### config.mk
export PLATFORM = sky130hd
export DESIGN_NAME = rle_expand
export DESIGN_NICKNAME = d
export VERILOG_FILES = /design/src/rtl/rle_pkg.sv /design/src/rtl/rle_stat_cnt.sv /design/src/rtl/rle_expand.sv
export SDC_FILE = /design/constraint.sdc
export NUM_CORES = 1
export LEC_CHECK = 0
export CAP_MARGIN = 0
export CORE_ASPECT_RATIO = 0.75
export CORE_UTILIZATION = 47
export CTS_CLUSTER_SIZE = 25
export DETAILED_ROUTE_END_ITERATION = 6
export PLACE_DENSITY = 0.83
export SLEW_MARGIN = 20
export SYNTH_ARGS = -nofsm -noshare
export SYNTH_HDL_FRONTEND = slang
export SYNTH_SLANG_ARGS = --single-unit
export TNS_END_PERCENT = 5
### constraint.sdc
create_clock -name clk -period 3.56 [get_ports clk]
set_input_delay 0.712 -clock clk [delete_from_list [all_inputs] [get_ports clk]]
set_output_delay 0.712 -clock clk [all_outputs]
set_load 0.01 [all_outputs]
### src/rtl/rle_pkg.sv
// rle_pkg: shared widths, run-word layout and FSM states for the RLE expander.
package rle_pkg;
    localparam int VALUE_W = 8;
    localparam int CNT_W   = 8;

    typedef struct packed {
        logic [CNT_W-1:0]   count;
        logic [VALUE_W-1:0] value;
    } rle_word_t;

    typedef enum logic [0:0] {IDLE, RUN} state_t;
endpackage

### src/rtl/rle_stat_cnt.sv
// rle_stat_cnt: 32-bit wrapping event counter with enable and synchronous clear.
module rle_stat_cnt (
    input  logic        clk,
    input  logic        rst,
    input  logic        en,
    output logic [31:0] q
);
    always_ff @(posedge clk)
        if (rst) q <= '0;
        else if (en) q <= q + 32'd1;
endmodule

### src/rtl/rle_expand.sv
// rle_expand: expands {count, value} run words into a byte stream; RLE_EXPAND_STATS_EN adds byte/run counters.
module rle_expand #(
    parameter int VALUE_W = 8,
    parameter int CNT_W   = 8
) (
    input  logic                     clk,
    input  logic                     rst,
    input  logic [CNT_W+VALUE_W-1:0] in_data,
    input  logic                     in_avail,
    output logic                     in_read,
    output logic [VALUE_W-1:0]       out_data,
    output logic                     out_write,
    input  logic                     out_full,
    output logic                     busy
`ifdef RLE_EXPAND_STATS_EN
    ,
    output logic [31:0]              stat_bytes,
    output logic [31:0]              stat_runs
`endif
);
    import rle_pkg::*;

    state_t             state;
    logic [CNT_W-1:0]   remaining;
    logic [CNT_W-1:0]   count;
    logic [VALUE_W-1:0] value_q;

    assign count     = in_data[CNT_W+VALUE_W-1:VALUE_W];
    // Lookahead pop on the last byte of a run keeps runs back-to-back.
    assign in_read   = !rst && in_avail && (state == IDLE || (state == RUN && remaining == CNT_W'(1) && !out_full));
    assign out_write = !rst && state == RUN && !out_full;
    assign out_data  = value_q;
    assign busy      = state == RUN;

    always_ff @(posedge clk) begin
        if (rst) begin
            state     <= IDLE;
            remaining <= '0;
            value_q   <= '0;
        end else if (in_read) begin
            value_q   <= in_data[VALUE_W-1:0];
            remaining <= count;
            state     <= count != '0 ? RUN : IDLE;
        end else if (out_write) begin
            remaining <= remaining - CNT_W'(1);
            state     <= remaining == CNT_W'(1) ? IDLE : RUN;
        end
    end

`ifdef RLE_EXPAND_STATS_EN
    rle_stat_cnt u_bytes (.clk(clk), .rst(rst), .en(out_write), .q(stat_bytes));
    rle_stat_cnt u_runs  (.clk(clk), .rst(rst), .en(in_read && count != '0), .q(stat_runs));
`endif
endmodule

==> results.json <==
{
  "synthTopCellsByCount": "17 x dfxtp_1, 10 x a21oi_1, 9 x nand3_1, 8 x o21ai_1",
  "min_period_over_period_pct": 89.7,
  "viasPerCell": 5.66,
  "grt_overflow_total": 0,
  "start_util_pct": 50.9,
  "max_slew_margin_pct": 45.6,
  "synth_top_area_share_pct": 37.7,
  "grt_usage_pct": 23.4,
  "clockPowerShare_pct": 24.6,
  "synth_cell_types": 29,
  "finalClockSkew_ps": 1.30,
  "hold_class": "register to register",
  "grt_pass1_wl_microns": 3260,
  "syn_to_final_growth_pct": 37.3,
  "p_sw_share_pct": 29.5,
  "syn_area_sq_um": 902,
  "grt_max_degree": 20,
  "ant_nets": 0,
  "nets": 150,
  "insertion_delay_ps": 300,
  "multi_input_area_sq_um": 510,
  "antenna_found_initial": 0,
  "fillers": 154,
  "grt_pass1_vias": 760,
  "crit_type": "input port to output port",
  "row_count": 13,
  "clock_sinks": 17,
  "cap_violations": 0,
  "cts-root-buf": "clkbuf_4",
  "synth.avg_cell_area_sq_um": 9.40,
  "finish.instance_area_sq_um": 1240,
  "end_kind": "output port",
  "timing.rr.start": "remaining[1]$_SDFFE_PP0P_",
  "path_clk_slew_ps": 90,
  "synth_nets": 118,
  "p_sw_uw": 129,
  "r2r_slack_ps": 1700,
  "stdcell_count": 149,
  "fin_crit_ps": 3190,
  "synthFlopType": "dfxtp_1",
  "place_inst": 145,
  "rr_worst_depth": 6,
  "hold_buffers": 0,
  "synthTopCellsByArea": "dfxtp_1 38%, a21oi_1 5.5%, nand3_1 5.0%, xor2_1 4.9%, o21ai_1 4.4%",
  "die-area_sq_um": 2100,
  "drt_iter0_markers": 28,
  "combPwrFrac_pct": 25.6,
  "routed_wl_microns": 2230,
  "final-hold-violation-count": 0,
  "final_max_slew_viol_count": 0,
  "regToRegEndpoint": "remaining[0]$_SDFFE_PP0P_",
  "die_y_microns": 39.9,
  "die_w_microns": 52.6,
  "max_freq_ghz": 0.313,
  "htreeDepth": 1,
  "grt_setup_unrepaired": "no",
  "diodes": 0,
  "powerDensity_nw_per_um2": 354,
  "cts_buffers": 3,
  "synth_most_common_cell": "dfxtp_1",
  "internal-power_uw": 309,
  "pre_cts_slack_ps": 367,
  "tns_ps": 0,
  "p_leak_nw": 0.420,
  "cts_resized": 0,
  "ff_latch_area_sq_um": 340,
  "holdWs_ps": 487,
  "ys_seq_elements": 17,
  "synthArstFlopShare_pct": 0,
  "ios": 31,
  "dpl_cell_area_sq_um": 1210,
  "cp-endpoint": "in_read",
  "outcome": "finished clean",
  "core_sq_um": 1770,
  "dr.pass1.iters": 4,
  "synth_edf_count": 0,
  "drive_gt1_share_pct": 14.2,
  "required_ps": 2850,
  "postSynthCellCount": 96,
  "post_drt_wl_per_cell_microns": 15.0,
  "dpl.hpwl_microns": 1640,
  "vdd_drop_max_uv": 260,
  "tightest_slew_ps": 811,
  "port-buffer-count": 30,
  "synth_top_area_cell": "dfxtp_1",
  "arrival_ps": 2480,
  "critPathLaunch": "out_full",
  "post-cts-setup-buffers": 0,
  "drcViolationCount": 0,
  "seq_area_frac_synth_pct": 37.7,
  "finalSetupViolations": 0,
  "globalplace.congestion": 0.768,
  "yosysWarnings": 0,
  "num_vias": 843,
  "critPathMaxFanout": 8,
  "max-clock-path-buffers": 2,
  "tritoncts": "built",
  "worst_slack_ps": 365,
  "p_seq_share_pct": 49.8,
  "startpoint_type": "input port"
}
worst min path at each step:
stage	slack [ps]	startpoint	endpoint	depth (start not counted)
2_1_floorplan	500	out_data[0]$_SDFFE_PP0P_	out_data[0]$_SDFFE_PP0P_	2
3_3_place_gp	470	out_data[1]$_SDFFE_PP0P_	out_data[1]$_SDFFE_PP0P_	2
3_5_place_dp	480	out_data[7]$_SDFFE_PP0P_	out_data[7]$_SDFFE_PP0P_	2
4_1_cts	490	out_data[7]$_SDFFE_PP0P_	out_data[7]$_SDFFE_PP0P_	2
5_1_grt	510	out_data[6]$_SDFFE_PP0P_	out_data[6]$_SDFFE_PP0P_	2
6_report	490	out_data[7]$_SDFFE_PP0P_	out_data[7]$_SDFFE_PP0P_	2
power by group through the flow:
stage / clock [mW] / combinational (mW) / sequential (mW)
global route: 0.117 / 0.121 / 0.220
floorplan: 0 / 0.0606 / 0.223
CTS: 0.110 / 0.112 / 0.218
global placement: 0 / 0.109 / 0.222
detailed placement: 0 / 0.111 / 0.222
finish: 0.108 / 0.112 / 0.218
kinds of logic (layout without fill, tap and decap cells):
group / after synthesis / count (layout) / share of synthesized area [%]
buffers and inverters: 9 / 40 / 5.69
flip-flops: 17 / 17 / 37.7
XOR/XNOR: 7 / 7 / 6.80
AND/OR/NAND/NOR: 32 / 32 / 25.7
adder cells (fa/ha/maj): 2 / 2 / 2.77
AO/OA/AOI/OAI: 29 / 29 / 21.4
cells in the final DEF, fill, tap and decap left out, drive strengths merged, types with 3 or more instances in the layout:
cell / n
nor3: 7
nand2: 4
nand3: 9
o21ai: 9
a211oi: 7
dfxtp: 17
nor2: 3
xor2: 5
clkdlybuf4s50: 30
inv: 3
clkbuf: 4
buf: 3
a21oi: 10
critical path: stages:
cell             delay [ps]
clkdlybuf4s50_1         490
nor4b_2                 320
a21bo_2                 220
nand2_4                 100
nor2_1                  100
clkdlybuf4s50_1         540
per-stage QoR:
step	power [mW]	util, %
2_1_floorplan	0.284	-
3_5_place_dp	0.334	68.4
5_1_grt	0.457	69.9
3_3_place_gp	0.331	68.4
6_report	0.438	69.9
4_1_cts	0.440	69.9
flip-flops by register name (all words and copies together) (netlist names):
signal,flops
busy,1
out_data,8
remaining,8
metal layers:
metal	track usage [%]	up-vias	part of all wire, %
met5	0	-	0
met4	16.4	0	2.8
met3	6.82	6	4.6
met2	37.3	29	46
met1	27.6	391	47
li1	-	417	-
final cells by class:
class,instances,area share (%)
multi-input cells,70,41.2
well taps,22,2.22
repair buffers,33,26.1
inverters,3,0.909
clock buffers,4,2.12
flip-flops and latches,17,27.5
No activity file was read; power rests on OpenSTA's default activity.
